### src/rtl/fme_carregador_janela.sv
// Reference-window loader: fetches 4 memory words per row, assembles 32 pixels
// and hands each row to the FME interpolator over a valid/ready handshake.
module fme_carregador_janela #(
    parameter int DATA_WIDTH = 8,
    parameter int ADDR_WIDTH = 16,
    parameter int ROWS       = 40
) (
    input  logic                    clock,
    input  logic                    reset,
    input  logic                    start,
    input  logic [ADDR_WIDTH-1:0]   base_addr,
    input  logic [ADDR_WIDTH-1:0]   stride,
    output logic                    mem_rd,
    output logic [ADDR_WIDTH-1:0]   mem_addr,
    input  logic [8*DATA_WIDTH-1:0] mem_rdata,
    output logic [32*DATA_WIDTH-1:0] row_data,
    output logic                    row_valid,
    input  logic                    row_ready,
    output logic                    interp_enable,
    input  logic                    interp_done,
    output logic                    busy,
    output logic                    done
);
    localparam int         WORD_W   = 8 * DATA_WIDTH;
    localparam logic [7:0] LAST_ROW = 8'(ROWS - 1);

    typedef enum logic [2:0] {
        S_IDLE,
        S_FETCH,
        S_LAST,
        S_PRESENT,
        S_WAIT_INT,
        S_FINISH
    } state_t;

    state_t                  r_state;
    logic [ADDR_WIDTH-1:0]   r_row_addr;
    logic [ADDR_WIDTH-1:0]   r_stride;
    logic [7:0]              r_row_cnt;
    logic [1:0]              r_word;
    logic                    r_mem_rd;
    logic [ADDR_WIDTH-1:0]   r_mem_addr;
    logic                    r_cap_valid;
    logic [1:0]              r_cap_idx;
    logic [32*DATA_WIDTH-1:0] r_row_data;
    logic                    r_row_valid;
    logic                    r_interp_enable;
    logic                    r_busy;
    logic                    r_done;

    logic [1:0]              w_next_word;
    logic [ADDR_WIDTH-1:0]   w_word_addr;
    logic [ADDR_WIDTH-1:0]   w_next_row;

    assign w_next_word = r_word + 2'd1;
    assign w_word_addr = r_row_addr + ADDR_WIDTH'(w_next_word);
    assign w_next_row  = r_row_addr + r_stride;

    // Busy and done are held one extra cycle past FINISH so the done pulse
    // lands two cycles after interp_done and busy falls together with it.
    always_ff @(posedge clock or posedge reset) begin
        if (reset) begin
            r_state         <= S_IDLE;
            r_row_addr      <= '0;
            r_stride        <= '0;
            r_row_cnt       <= '0;
            r_word          <= '0;
            r_mem_rd        <= 1'b0;
            r_mem_addr      <= '0;
            r_row_valid     <= 1'b0;
            r_interp_enable <= 1'b0;
            r_busy          <= 1'b0;
            r_done          <= 1'b0;
        end else begin
            case (r_state)
                S_IDLE: begin
                    r_done <= 1'b0;
                    r_busy <= 1'b0;
                    if (start) begin
                        r_row_addr <= base_addr;
                        r_stride   <= stride;
                        r_row_cnt  <= '0;
                        r_word     <= '0;
                        r_mem_rd   <= 1'b1;
                        r_mem_addr <= base_addr;
                        r_busy     <= 1'b1;
                        r_state    <= S_FETCH;
                    end
                end
                S_FETCH: begin
                    if (r_word == 2'd3) begin
                        r_mem_rd <= 1'b0;
                        r_state  <= S_LAST;
                    end else begin
                        r_word     <= w_next_word;
                        r_mem_addr <= w_word_addr;
                    end
                end
                S_LAST: begin
                    r_row_valid     <= 1'b1;
                    r_interp_enable <= 1'b1;
                    r_state         <= S_PRESENT;
                end
                S_PRESENT: begin
                    if (row_ready) begin
                        r_row_valid <= 1'b0;
                        if (r_row_cnt == LAST_ROW) begin
                            r_state <= S_WAIT_INT;
                        end else begin
                            r_row_cnt  <= r_row_cnt + 8'd1;
                            r_row_addr <= w_next_row;
                            r_mem_addr <= w_next_row;
                            r_word     <= '0;
                            r_mem_rd   <= 1'b1;
                            r_state    <= S_FETCH;
                        end
                    end
                end
                S_WAIT_INT: begin
                    if (interp_done) begin
                        r_interp_enable <= 1'b0;
                        r_state         <= S_FINISH;
                    end
                end
                S_FINISH: begin
                    r_done  <= 1'b1;
                    r_state <= S_IDLE;
                end
                default: r_state <= S_IDLE;
            endcase
        end
    end

    // Read data returns one cycle after the strobe, so the word index of each
    // read is delayed alongside it to steer the data into its pixel slot.
    always_ff @(posedge clock or posedge reset) begin
        if (reset) begin
            r_cap_valid <= 1'b0;
            r_cap_idx   <= '0;
            r_row_data  <= '0;
        end else begin
            r_cap_valid <= r_mem_rd;
            r_cap_idx   <= r_word;
            if (r_cap_valid) begin
                r_row_data[int'(r_cap_idx)*WORD_W +: WORD_W] <= mem_rdata;
            end
        end
    end

    assign mem_rd        = r_mem_rd;
    assign mem_addr      = r_mem_addr;
    assign row_data      = r_row_data;
    assign row_valid     = r_row_valid;
    assign interp_enable = r_interp_enable;
    assign busy          = r_busy;
    assign done          = r_done;

endmodule

### config.mk
export PLATFORM = sky130hd
export DESIGN_NAME = fme_carregador_janela
export DESIGN_NICKNAME = d
export VERILOG_FILES = /design/src/rtl/fme_carregador_janela.sv
export SDC_FILE = /design/constraint.sdc
export NUM_CORES = 1
export LEC_CHECK = 0
export CAP_MARGIN = 0
export CORE_MARGIN = 3
export CORE_UTILIZATION = 45
export DETAILED_ROUTE_END_ITERATION = 10
export PLACE_DENSITY = 0.76
export SLEW_MARGIN = 25
export SYNTH_ARGS = -nofsm -noshare
export SYNTH_HDL_FRONTEND = slang
export SYNTH_SLANG_ARGS = --single-unit
export TNS_END_PERCENT = 50
### constraint.sdc
create_clock -name clock -period 14.54 [get_ports clock]
set_input_delay 1.454 -clock clock [delete_from_list [all_inputs] [get_ports clock]]
set_output_delay 1.454 -clock clock [all_outputs]
set_load 0.02 [all_outputs]
# Word level (Yosys, flattened, before mapping)
# Cells that the tools add are included.
[totals]
regBits = 325
inputBits = 101
out_inout_bits = 277
wordCells = 80
[op_classes]
n_addsub = 5
eq_ne = 13
shift = 2
muxes = 33
reduce_logical = 13
[ops]
columns = ["operator", "count"]
rows = [
  ["$bwmux W256", 1],
  ["$shift A64 B33 Y256 const A", 1],
  ["$shiftx A64 B33 Y256", 1],
  ["$mux W16", 4],
  ["$pmux W16 S3", 1],
  ["$neg A8 Y33", 1],
  ["$pmux W16 S2", 1],
  ["$mux W8", 3],
  ["$add A16 B16 Y16", 1],
  ["$add A16 B2 Y16", 1],
  ["$pmux W8 S2", 1],
  ["$mux W3", 5],
  ["$pmux W3 S5", 1],
  ["$ne A2 B2 Y1 const B", 6],
  ["$reduce_and A5 Y1", 2],
  ["$add A8 B1 Y8 const B", 1],
  ["$eq A8 B6 Y1 const B", 1],
  ["$mux W2", 4],
  ["$reduce_and A4 Y1", 2],
  ["$reduce_bool A2 Y1", 4],
  ["$mux W1", 7],
  ["$eq A3 B2 Y1 const B", 2],
  ["$eq A3 B3 Y1 const B", 2],
  ["$pmux W1 S2", 3],
  ["other kinds (8)", 10],
]

# Logic depth before layout (Yosys ltp)
# Gate-level depths: netlist of the first run.
[depth]
depth_word = 4
ltp_mapped = 10

# Worst setup path after synthesis of the first run
# OpenSTA, ideal clock, no wires.
[synth_path]
path_type = "input to register"
start = "in row_ready"
end = "reg r_row_cnt[4]"
arrival_time_ps = 2429
t_required_ps = 14419
slack_ps = 11991
stages = 7
path_buffers = 1
cell_sequence = "o21ai_2 -> a21oi_4 -> a21boi_2 -> buf_2 -> nand4_1 -> xor2_1 -> nor2_1"
[synth_between]
elab_chain_len = 2
[synth_rtl]
columns = ["element", "line_no", "source"]
rows = [
  ["start, declared", "18", "input logic row_ready,"],
  ["$ne A2 B2 Y1 (no line)", "n/a", ""],
  ["$reduce_and A4 Y1 (no line)", "n/a", ""],
  ["end signal, assigned", "110", "r_row_cnt <= r_row_cnt + 8'd1;"],
  ["end, declared", "39", "logic [7:0] r_row_cnt;"],
]
# No other way between the ends.
# A chain may end at the register's enable or synchronous reset.

# Worst setup path after layout of the first run
[layout_path]
start = "in row_ready"
end = "reg r_row_addr[3]"
[layout_between]
elab_chain_len = 2
[layout_rtl]
columns = ["element", "line_no", "source"]
rows = [
  ["$ne A2 B2 Y1 (no line)", "n/a", ""],
  ["$reduce_and A4 Y1 (no line)", "n/a", ""],
  ["end signal, assigned", "80", "r_row_addr <= base_addr;"],
  ["end signal, assigned", "111", "r_row_addr <= w_next_row;"],
  ["end, declared", "37", "logic [ADDR_WIDTH-1:0] r_row_addr;"],
]
# No other way between the ends.

==> results of run 1 <==
[synth_stat cells (all sizes together), types with 16 or more instances]
cell type  count
a21oi         28
a22o         257
buf           25
clkbuf        51
dfrtp        325
ha            24
mux2          17
nand2         63
nand3         16
nor2          37
o21ai         37
xor2          20
[power breakdown]
group          switching [mW]  internal [mW]  total, mW
combinational            1.24           1.03       2.28
clock                   0.357          0.564      0.921
sequential              0.269           1.28       1.55
[metal layers]
metal | part of all wire, % | track usage [%] | vias up | routed length (um)
li1 | - | - | 4593 | -
met1 | 39 | 33.2 | 5423 | 16500
met2 | 49 | 42.9 | 487 | 20500
met3 | 7.6 | 4.81 | 96 | 3190
met4 | 4.0 | 9.98 | 2 | 1680
met5 | 0.031 | 0 | - | 13
[stage by stage]
stage	total power, mW	cell area [um^2]	setup slack (ns)
2_1_floorplan	2.81	13300	4.09
3_3_place_gp	3.78	17300	10.98
3_5_place_dp	3.84	17300	10.97
4_1_cts	4.77	18500	11.49
5_1_grt	4.98	18500	11.30
6_report	4.75	18500	11.47
[state kept, by name (all words and copies together) (netlist names)]
register,count
r_stride,16
r_row_addr,16
r_cap_valid,1
r_row_cnt,8
r_state,3
interp_enable,1
mem_rd,1
r_word,2
row_data,256
r_cap_idx,2
row_valid,1
mem_addr,16
done,1
busy,1
[layout make-up]
type	count	area, um^2
clock buffers	50	1060
clock inverters	12	154
fillers	2185	10300
inverters	14	65.1
multi-input cells	612	4730
flip-flops and latches	325	8130
well taps	384	480
repair buffers	394	3910
[worst max-delay path, stage by stage]
cell	delay [ns]
clkdlybuf4s50_1	0.54
o21ai_2	0.09
a21oi_4	0.27
nand2_1	0.59
a221o_1	0.48
[logic make-up (layout without fill, tap and decap cells)]
family                     count (synthesis)  count (layout)  synth area share [%]
xor gates and xnor gates                  31              31                  2.05
adders and majority gates                 26              26                  2.57
muxes                                     20              20                  1.67
and+or+nand+nor                          153             153                  5.74
AOI/OAI and AO/OA                        382             382                  23.4
buffers and inverters                     90             470                  3.25
DFF                                      325             325                  61.3
[how the worst min path moves through the flow]
stage                          start                endpoint  slack [ns]  cells past startpoint
2_1_floorplan  r_word[1]$_DFFE_PP0P_  r_cap_idx[1]$_DFF_PP0_        0.38                      0
3_3_place_gp   r_word[0]$_DFFE_PP0P_  r_cap_idx[0]$_DFF_PP0_        0.39                      0
3_5_place_dp   r_word[0]$_DFFE_PP0P_  r_cap_idx[0]$_DFF_PP0_        0.39                      0
4_1_cts        r_word[0]$_DFFE_PP0P_  r_cap_idx[0]$_DFF_PP0_        0.41                      0
5_1_grt        r_word[0]$_DFFE_PP0P_  r_cap_idx[0]$_DFF_PP0_        0.43                      0
6_report       r_word[0]$_DFFE_PP0P_  r_cap_idx[0]$_DFF_PP0_        0.41                      0
==> flow_summary.ini, run 1 <==
[drt]
drcViolationCount = 0
drtPass1Iterations = 5
drtIter0Drc = 751
viasPerCell = 5.92
ant_nets = 0
wire_per_inst_um = 23.4
wl_um = 41900
vias = 10600

[global_routing]
grt_pass1_wl_um = 63100
antenna_found_initial = 1
grt_max_degree = 96
overflow = 0
grt_use_total_pct = 25.6
grt_pass1_vias = 10600

[floorplanning]
die_h_um = 178
core_area_um2 = 28900
dieWidth_um = 178
io_pins = 378
dieArea_um2 = 31600
initial_utilization_pct = 46.0
placementRows = 62

[logic_synthesis]
synthFlopType = dfrtp_1
netlist.area_leader.share_pct = 61.3
synth_area_um2 = 13300
yosys.area.top_type = dfrtp_1
synth-async-reset-ratio_pct = 100
yosysWarnings = 0
synth_edf_count = 0
synthesis.nets = 1154
synth.distinct_cells = 64
synth_area_leaders = dfrtp_1 (61%), a22o_1 (17%), ha_1 (2.3%)
ys_ff_latch = 325
synth_cells = 1027
syn_area_per_cell_um2 = 12.9
synth_seq_area_share_pct = 61.3

[sta]
hold_viol = 0
final.setup.tns_ns = 0
clock-skew-final_ns = 0.0186
max-slew-margin-rel_pct = 30.9
rsz0062_at_grt = no
period_share_pct = 21.1
worst_pin_slew_ns = 1.04
setup_viol = 0
period_minus_slack_ns = 3.07
hold-worst-slack_ns = 0.409
fmaxAchievable_mhz = 326
drv_slew = 0

[critical_path]
cp_max_fo = 29
r2r-start = r_cap_idx[0]$_DFF_PP0_
worstSetupEndpoint = r_row_addr[3]$_DFFE_PP0P_
r2r_end = row_data[183]$_DFFE_PP0P_
rrSetupSlack_ns = 11.72
start_kind = primary input
r2r_cells = 6
required_ns = 14.91
arrival_ns = 3.44
end_kind = flip-flop
crit_type = in -> reg
critPathLaunch = row_ready

[clock_network]
hold_buffers = 0
clock-sinks = 325
cts.htree.levels = 2
clk_pin_slew_ns = 0.06
cts.repair.resized = 0
tritoncts = done
clock_tree.root_cell = clkbuf_16
post_cts_buffers = 0
cts_buffers = 35
clkLatencyLatePin_ns = 0.51
cts.path.max_buffers = 3

[layout]
syn_to_final_growth_pct = 39.8
antennaDiodeCount = 0
stdcell_count = 1791
nets = 1509
final_common_cell = clkdlybuf4s50_1
drive_gt1_share_pct = 9.67
mostFrequentLayoutCells = clkdlybuf4s50_1 (377), dfrtp_1 (325), a22o_1 (257), nand2_1 (52), clkbuf_16 (36)
fin_util_pct = 64.2

[flow_run]
maxCapViolCount = 0

[power]
pwr_density_cell_nw_per_um2 = 256
irDropWorstVdd_uv = 117
p_leak_nw = 8.29

[placement]
port_buffers = 377
dp.cells = 1729
hpwlAfterDp_um = 28600
gp_congestion = 0.898

[run_status]
status = finished, final reports clean

[worst_hold_path]
worstHoldPathType = reg -> reg
(Power assumes the default switching activity.)
==> run 2: changes to the inputs <==
clock period = 3 ns   (was 14.54 ns; I/O delays follow)
==> flow_summary.ini, run 2 (same netlist as run 1, synthesis figures left out) <==
[run_status]
status = finished, final reports clean

[power]
irDropWorstVdd_uv = 622
pwr_density_cell_nw_per_um2 = 1230
p_leak_nw = 8.30

[floorplanning]
io_pins = 378
die_h_um = 178
dieArea_um2 = 31600
dieWidth_um = 178
core_area_um2 = 28900
initial_utilization_pct = 46.0
placementRows = 62

[global_routing]
grt_pass1_vias = 10700
overflow = 0
antenna_found_initial = 2
grt_pass1_wl_um = 63700
grt_max_degree = 72
grt_use_total_pct = 25.8

[sta]
worst_pin_slew_ns = 0.899
max-slew-margin-rel_pct = 40.1
drv_slew = 0
rsz0062_at_grt = no
period_minus_slack_ns = 2.48
fmaxAchievable_mhz = 403
clock-skew-final_ns = 0.0185
period_share_pct = 82.8
hold_viol = 0
setup_viol = 0
hold-worst-slack_ns = 0.124

[clock_network]
clock-sinks = 325
cts_buffers = 34
post_cts_buffers = 0
cts.htree.levels = 2
hold_buffers = 0
tritoncts = done
clkLatencyLatePin_ns = 0.51
clock_tree.root_cell = clkbuf_16
clk_pin_slew_ns = 0.06
cts.repair.resized = 0
cts.path.max_buffers = 3

[critical_path]
end_kind = flip-flop
cp_max_fo = 5
arrival_ns = 2.91
crit_type = reg -> reg
required_ns = 3.43
start_kind = flip-flop

[flow_run]
maxCapViolCount = 0

[layout]
nets = 1517
stdcell_count = 1800
final_common_cell = clkdlybuf4s50_1
largest_register_ffs = 256
syn_to_final_growth_pct = 40.2
drive_gt1_share_pct = 9.82
mostFrequentLayoutCells = clkdlybuf4s50_1 (377), dfrtp_1 (325), a22o_1 (257), nand2_1 (52), clkbuf_16 (35)
stdcell_area_um2 = 18600

[drt]
viasPerCell = 5.91
ant_nets = 0
drcViolationCount = 0
wire_per_inst_um = 23.2
drtPass1Iterations = 7
wl_um = 41700
vias = 10600
drtIter0Drc = 775

[placement]
place_area_um2 = 17500
port_buffers = 377
dp.cells = 1738
gp_congestion = 0.878
hpwlAfterDp_um = 28100

[worst_hold_path]
worstHoldPathType = in -> async
run 2: through the flow:
| stage | total power [mW] | setup WS, ns | utilization [%] | setup TNS, ns |
|---|---|---|---|---|
| floorplan | 13.6 | -1.64 | - | -531.94 |
| global placement | 18.4 | 0.576 | 60.5 | 0 |
| detailed placement | 18.7 | 0.527 | 60.5 | 0 |
| CTS | 23.0 | 0.530 | 64.4 | 0 |
| global route | 24.0 | 0.406 | 64.4 | 0 |
| finish | 22.9 | 0.517 | 64.4 | 0 |
run 2: report_power, final:
part	total [mW]	internal (mW)	switching, mW	leakage, nW
clock network	4.16	2.47	1.69	0.557
registers	7.46	6.22	1.25	4.37
logic	11.2	5.10	6.14	3.38
run 2: worst max-delay path: stages, from the launching register on:
cell and delay, ns:
dfrtp_1 0.40, ha_1 0.24, fa_1 0.41, a21o_1 0.21, a311o_1 0.37, o211ai_2 0.14
o31a_1 0.20, mux2i_1 0.22, o22ai_1 0.12, o21ai_2 0.11
run 2: worst paths after layout:
path,end,slack (ns),start,depth (start not counted)
worst max-delay path,mem_addr[12]$_DFFE_PP0P_,0.52,r_row_addr[0]$_DFFE_PP0P_,9
worst min-delay path,row_data[25]$_DFFE_PP0P_,0.12,reset,2
worst max register to register,mem_addr[12]$_DFFE_PP0P_,0.52,r_row_addr[0]$_DFFE_PP0P_,9
worst min register to register,r_cap_idx[1]$_DFF_PP0_,0.42,r_word[1]$_DFFE_PP0P_,0
max in group asynchronous,row_data[84]$_DFFE_PP0P_,1.97,reset,4
min in group clock,r_stride[9]$_DFFE_PP0P_,0.41,stride[9],2
run 2: metal layers:
metal	wire length (um)	global-route usage, %	vias up
met3	3480	5.50	111
met4	2070	12.1	2
met5	13	0	-
met2	19900	41.4	520
met1	16300	33.5	5402
li1	-	-	4608
run 2: layout make-up:
cell class                      instances  area [um^2]
Antenna cell                            1         2.50
Clock buffer                           52         1030
Clock inverter                          9         92.6
Fill cell                            2213        10300
Inverter                               14         61.3
Multi-Input combinational cell        612         4730
Sequential cell                       325         8130
Tap cell                              384          480
Timing Repair Buffer                  403         4070
